### config.mk
export PLATFORM = sky130hd
export DESIGN_NAME = trap_ctrl
export DESIGN_NICKNAME = d
export VERILOG_FILES = /design/src/rtl/trap_ctrl.sv
export SDC_FILE = /design/constraint.sdc
export NUM_CORES = 1
export LEC_CHECK = 0
export BUFFER_PORTS_ARGS = -buffer_cell sky130_fd_sc_hd__buf_2
export CAP_MARGIN = 0
export CELL_PAD_IN_SITES_DETAIL_PLACEMENT = 0
export CELL_PAD_IN_SITES_GLOBAL_PLACEMENT = 1
export CORE_ASPECT_RATIO = 1.4
export CORE_UTILIZATION = 33
export CTS_CLUSTER_DIAMETER = 30
export CTS_CLUSTER_SIZE = 14
export DETAILED_ROUTE_END_ITERATION = 10
export PLACE_DENSITY_LB_ADDON = 0.08
export SYNTH_ARGS = -nofsm -noshare
export SYNTH_HDL_FRONTEND = slang
export SYNTH_SLANG_ARGS = --single-unit
### constraint.sdc
create_clock -name Clk -period 3.5 [get_ports Clk]
set_clock_uncertainty 0.1 [all_clocks]
set_input_delay 0.35 -clock Clk [delete_from_list [all_inputs] [get_ports Clk]]
set_output_delay 0.35 -clock Clk [all_outputs]
set_load 0.03 [all_outputs]
### src/rtl/trap_ctrl.sv
// Trap/exception controller: captures EPC and cause, redirects to per-cause vectors,
// tail-chains requests that arrive during a handler, and latches a double fault.
module trap_ctrl #(
  parameter int          XLEN       = 64,
  parameter int          NCAUSE     = 4,
  parameter logic [63:0] VEC_BASE   = 64'h0000_0000_0000_0100,
  parameter logic [63:0] VEC_STRIDE = 64'd16,
  parameter int          CNT_W      = 16
) (
  input  logic              Clk,
  input  logic              Reset,
  input  logic [NCAUSE-1:0] cause_req,
  input  logic [XLEN-1:0]   pc_cur,
  input  logic              mret,
  input  logic              redir_ack,
  output logic              redir_valid,
  output logic [XLEN-1:0]   redir_pc,
  output logic [XLEN-1:0]   epc,
  output logic [XLEN-1:0]   cause,
  output logic              in_handler,
  output logic              fault,
  output logic [CNT_W-1:0]  trap_count
);

  localparam int CW = $clog2(NCAUSE);

  typedef enum logic [2:0] {
    S_IDLE, S_ENTER, S_HANDLER, S_RETURN, S_FAULT
  } state_t;

  state_t             state_q, state_d;
  logic [XLEN-1:0]    epc_q, epc_d;
  logic [XLEN-1:0]    cause_q, cause_d;
  logic [NCAUSE-1:0]  pending_q, pending_d;
  logic [NCAUSE-1:0]  req_prev_q, req_prev_d;
  logic [CNT_W-1:0]   trap_count_q, trap_count_d;

  logic [NCAUSE-1:0]  act_mask;
  logic [NCAUSE-1:0]  merged;
  logic [NCAUSE-1:0]  idle_all;
  logic [CW-1:0]      win_idle;
  logic [CW-1:0]      win_chain;
  logic [CNT_W-1:0]   cnt_inc;
  logic               act_rise;

  // Lowest set index wins; scanning downward leaves the smallest index last.
  function automatic logic [CW-1:0] lowest(input logic [NCAUSE-1:0] v);
    lowest = '0;
    for (int i = NCAUSE - 1; i >= 0; i--) begin
      if (v[i]) lowest = CW'(i);
    end
  endfunction

  function automatic logic [CNT_W-1:0] sat_inc(input logic [CNT_W-1:0] c);
    sat_inc = (c == '1) ? c : c + CNT_W'(1);
  endfunction

  always_comb begin
    act_mask  = NCAUSE'(1) << cause_q[CW-1:0];
    merged    = pending_q | (cause_req & ~act_mask);
    idle_all  = pending_q | cause_req;
    win_idle  = lowest(idle_all);
    win_chain = lowest(merged);
    cnt_inc   = sat_inc(trap_count_q);
    act_rise  = |(cause_req & ~req_prev_q & act_mask);
  end

  always_comb begin
    state_d      = state_q;
    epc_d        = epc_q;
    cause_d      = cause_q;
    pending_d    = pending_q;
    trap_count_d = trap_count_q;
    req_prev_d   = cause_req;
    case (state_q)
      S_IDLE: begin
        if (idle_all != '0) begin
          epc_d        = pc_cur - XLEN'(4);
          cause_d      = XLEN'(win_idle);
          pending_d    = idle_all & ~(NCAUSE'(1) << win_idle);
          trap_count_d = cnt_inc;
          state_d      = S_ENTER;
        end
      end
      S_ENTER: begin
        pending_d = merged;
        if (redir_ack) state_d = S_HANDLER;
      end
      S_HANDLER: begin
        if (act_rise) begin
          state_d = S_FAULT;
        end else if (mret && merged != '0) begin
          // Tail-chain: new requests are merged before the winner is chosen.
          cause_d      = XLEN'(win_chain);
          pending_d    = merged & ~(NCAUSE'(1) << win_chain);
          trap_count_d = cnt_inc;
          state_d      = S_ENTER;
        end else begin
          pending_d = merged;
          if (mret) state_d = S_RETURN;
        end
      end
      S_RETURN: begin
        pending_d = merged;
        if (redir_ack) state_d = S_IDLE;
      end
      default: state_d = S_FAULT;
    endcase
  end

  always_ff @(posedge Clk) begin
    if (Reset) begin
      state_q      <= S_IDLE;
      epc_q        <= '0;
      cause_q      <= '0;
      pending_q    <= '0;
      req_prev_q   <= '0;
      trap_count_q <= '0;
    end else begin
      state_q      <= state_d;
      epc_q        <= epc_d;
      cause_q      <= cause_d;
      pending_q    <= pending_d;
      req_prev_q   <= req_prev_d;
      trap_count_q <= trap_count_d;
    end
  end

  always_comb begin
    redir_valid = (state_q == S_ENTER) || (state_q == S_RETURN);
    redir_pc    = epc_q;
    if (state_q == S_ENTER) redir_pc = VEC_BASE[XLEN-1:0] + cause_q * VEC_STRIDE[XLEN-1:0];
    in_handler  = (state_q == S_HANDLER);
    fault       = (state_q == S_FAULT);
    epc         = epc_q;
    cause       = cause_q;
    trap_count  = trap_count_q;
  end

endmodule

==> results.cfg <==
[clocking]
postCtsSetupBuffers = 0
cts.repair.resized = 0
clk_latency_ps = 350
clkTransAtPathRegs_ps = 70
cts_buffers = 9
htreeDepth = 3
holdBufCountCts = 0
clock-root-buffer = clkbuf_16
cts_sinks = 93
clk_path_buf_depth = 2
cts_tree = yes

[route]
dr_total_vias = 5777
postRouteAntennaNets = 0
drt_pass1_iterations = 4
drc_errors = 0
viasPerCell = 4.86
wl_per_cell_um = 15.1
drt_iter0_drc = 275
wl_um = 18000

[sta]
hold_viol_final = 0
post-route-period-util_pct = 82.5
min_period_ps = 2890
setup_viol = 0
slew_headroom_pct = 27.7
setup_tns_ps = 0
slew_violations = 0
rsz0062_at_grt = false
max_freq_mhz = 346
layout_setup_ws_ps = 611
worst_pin_slew_ps = 1080

[critical_path]
r2r_slack_ps = 610
worstSetupPathType = flop to flop
worstReg2RegEnd = trap_count[5]$_SDFFE_PP0P_
crit_start = cause[1]$_SDFFE_PP0P_
startpoint_type = flop
reg2regPathDepth = 8
arrival_ps = 3060
worstPathMaxFanout = 18
crit_required_ps = 3670
r2r_start = cause[1]$_SDFFE_PP0P_
cp-end-kind = flop

[floorplan]
rows = 57
dieArea_mm2 = 0.0182
pin_count = 283
fp.dieH_um = 159
core_mm2 = 0.0173
start_util_pct = 33.6
die-width_um = 114

[final_layout]
nets = 1021
drive_gt1_share_pct = 28.6
nFillCells = 1854
stdcell_count = 1188
multi_input_area_mm2 = 0.00357
final-seq-area_mm2 = 0.00186
postLayoutCellArea_mm2 = 0.00731
area_delta_synth_final_pct = 25.4
antenna_cells = 0

[job]
max_cap_viol_count = 0

[yosys]
yosys-top-cells-area = dfxtp_1 32%, buf_4 8.0%, nor2b_1 7.3%, a211oi_1 7.2%, nor2_1 7.1%
synthesis.area_mm2 = 0.00583
synthTopCellsByCount = 110 x nor2_1, 93 x dfxtp_1, 68 x nor2b_1, 62 x buf_4, 56 x a211oi_1
syn_area_per_cell_um2 = 7.85
synth_area_leader_cell = dfxtp_1
ys_seq_area_share_pct = 31.9
synth_top_area_share_pct = 31.9
synthFlopType = dfxtp_1
synthArstFlopShare_pct = 0
synth_cell_types = 57
ys_ff_latch = 93
syn_inst = 743
ys.warnings.count = 0
synth-edff-count = 0
yosysMostFrequentCell = nor2_1

[power_and_ir_drop]
cellLeakagePower_nw = 3.17
ir_drop_mv = 0.371
power_density_mw_per_mm2 = 793
p_total_mw = 5.80

[min_path]
min_path_cells = 2
hp-class = input port to flop
hold_path_startpoint = pc_cur[2]
holdPathEnd = epc[2]$_SDFFE_PP0P_

[placement]
hpwl_um = 13600
gp_congestion = 0.852
dp_cells = 1172
placed_cell_area_mm2 = 0.00699
pre_cts_slack_ps = 389
placement.io_buffers = 220

[global_route]
grt_pass1_wl_um = 27800
antenna_found_initial = 3
grt_max_degree = 122
grt_pass1_vias = 5196
grt_usage_pct = 19.6
gr-total-overflow = 0

[outcome]
status = finished, final reports clean
-- layer usage --
metal | share of wire [%] | global-route usage (%) | wire, um
met5 | 0.072 | 0 | 13
met4 | 2.0 | 7.20 | 362
met3 | 5.3 | 3.81 | 957
met2 | 51 | 34.5 | 9240
met1 | 41 | 23.1 | 7400
-- flip-flops by register name, indices dropped and copies added (netlist names) --
name	count
epc	64
trap_count	16
pending_q	4
req_prev_q	4
state_q	3
cause	2
-- final cells by class --
| cell class | count | share of cell area [%] |
|---|---|---|
| Inverter | 8 | 0.411 |
| Clock buffer | 11 | 3.32 |
| Clock inverter | 5 | 1.15 |
| Sequential cell | 93 | 25.5 |
| Timing Repair Buffer | 233 | 16.8 |
| Multi-Input combinational cell | 602 | 48.9 |
| Tap cell | 236 | 4.04 |
-- critical path, cell delays in order (launching register included) --
cell and delay, ps:
dfxtp_1 410, and4b_1 250, or4_1 620, a211oi_1 350, buf_4 190, o21ai_1 60, buf_4 190, or4_1 470
a21oi_1 160
-- where the power goes --
| part | total [mW] | internal [mW] | switching, mW |
|---|---|---|---|
| clock | 1.09 | 0.648 | 0.442 |
| combinational | 3.07 | 0.930 | 2.14 |
| sequential | 1.64 | 1.36 | 0.284 |
| total | 5.80 | 2.94 | 2.87 |
-- metrics by stage --
step / utilization (%) / hold WS [ps]
2_1_floorplan: - / 346
3_3_place_gp: 40.3 / 349
3_5_place_dp: 40.3 / 360
4_1_cts: 42.2 / 103
5_1_grt: 42.2 / 128
6_report: 42.2 / 123
-- worst max-delay path by stage --
stage                                       endpoint  cells after the start  slack [ps]
after CTS                 trap_count[5]$_SDFFE_PP0P_                      8         600
final                     trap_count[5]$_SDFFE_PP0P_                      8         610
after global routing      trap_count[5]$_SDFFE_PP0P_                      8         490
after detailed placement        epc[59]$_SDFFE_PP0P_                      7         390
after global placement          epc[59]$_SDFFE_PP0P_                      7         420
after floorplan           trap_count[5]$_SDFFE_PP0P_                      7         520
-- cell usage in the layout (no fill, tap or decap), types with 3 or more instances in the layout --
| cell | n |
|---|---|
| xor2_1 | 22 |
| nand2_1 | 29 |
| o21ai_0 | 15 |
| nor4b_1 | 3 |
| o31ai_1 | 5 |
| nor2_1 | 109 |
| xnor2_1 | 31 |
| buf_2 | 219 |
| nor3_1 | 27 |
| clkbuf_16 | 9 |
| or4_1 | 13 |
| dfxtp_1 | 93 |
| a211oi_1 | 56 |
| or2_2 | 8 |
| nor2b_1 | 68 |
| nand2b_1 | 5 |
| nor4_1 | 19 |
| a311oi_1 | 8 |
| inv_1 | 8 |
| buf_4 | 12 |
| or3_1 | 21 |
| conb_1 | 62 |
| a31oi_1 | 5 |
| nand4_1 | 10 |
| a21oi_1 | 20 |
| nand3b_1 | 3 |
| nand3_1 | 14 |
| and3_1 | 3 |
-- kinds of logic after synthesis --
family          after synthesis  synth area share [%]
simple gates                353                  32.6
xor+xnor                     53                  7.96
buf+inv                     109                  11.0
compound gates              128                  15.3
other cells                   1                0.0643
mux                           4                 0.730
fa+ha+maj                     2                 0.429
flops                        93                  31.9
Note: power is estimated with default switching activity, not from simulation.
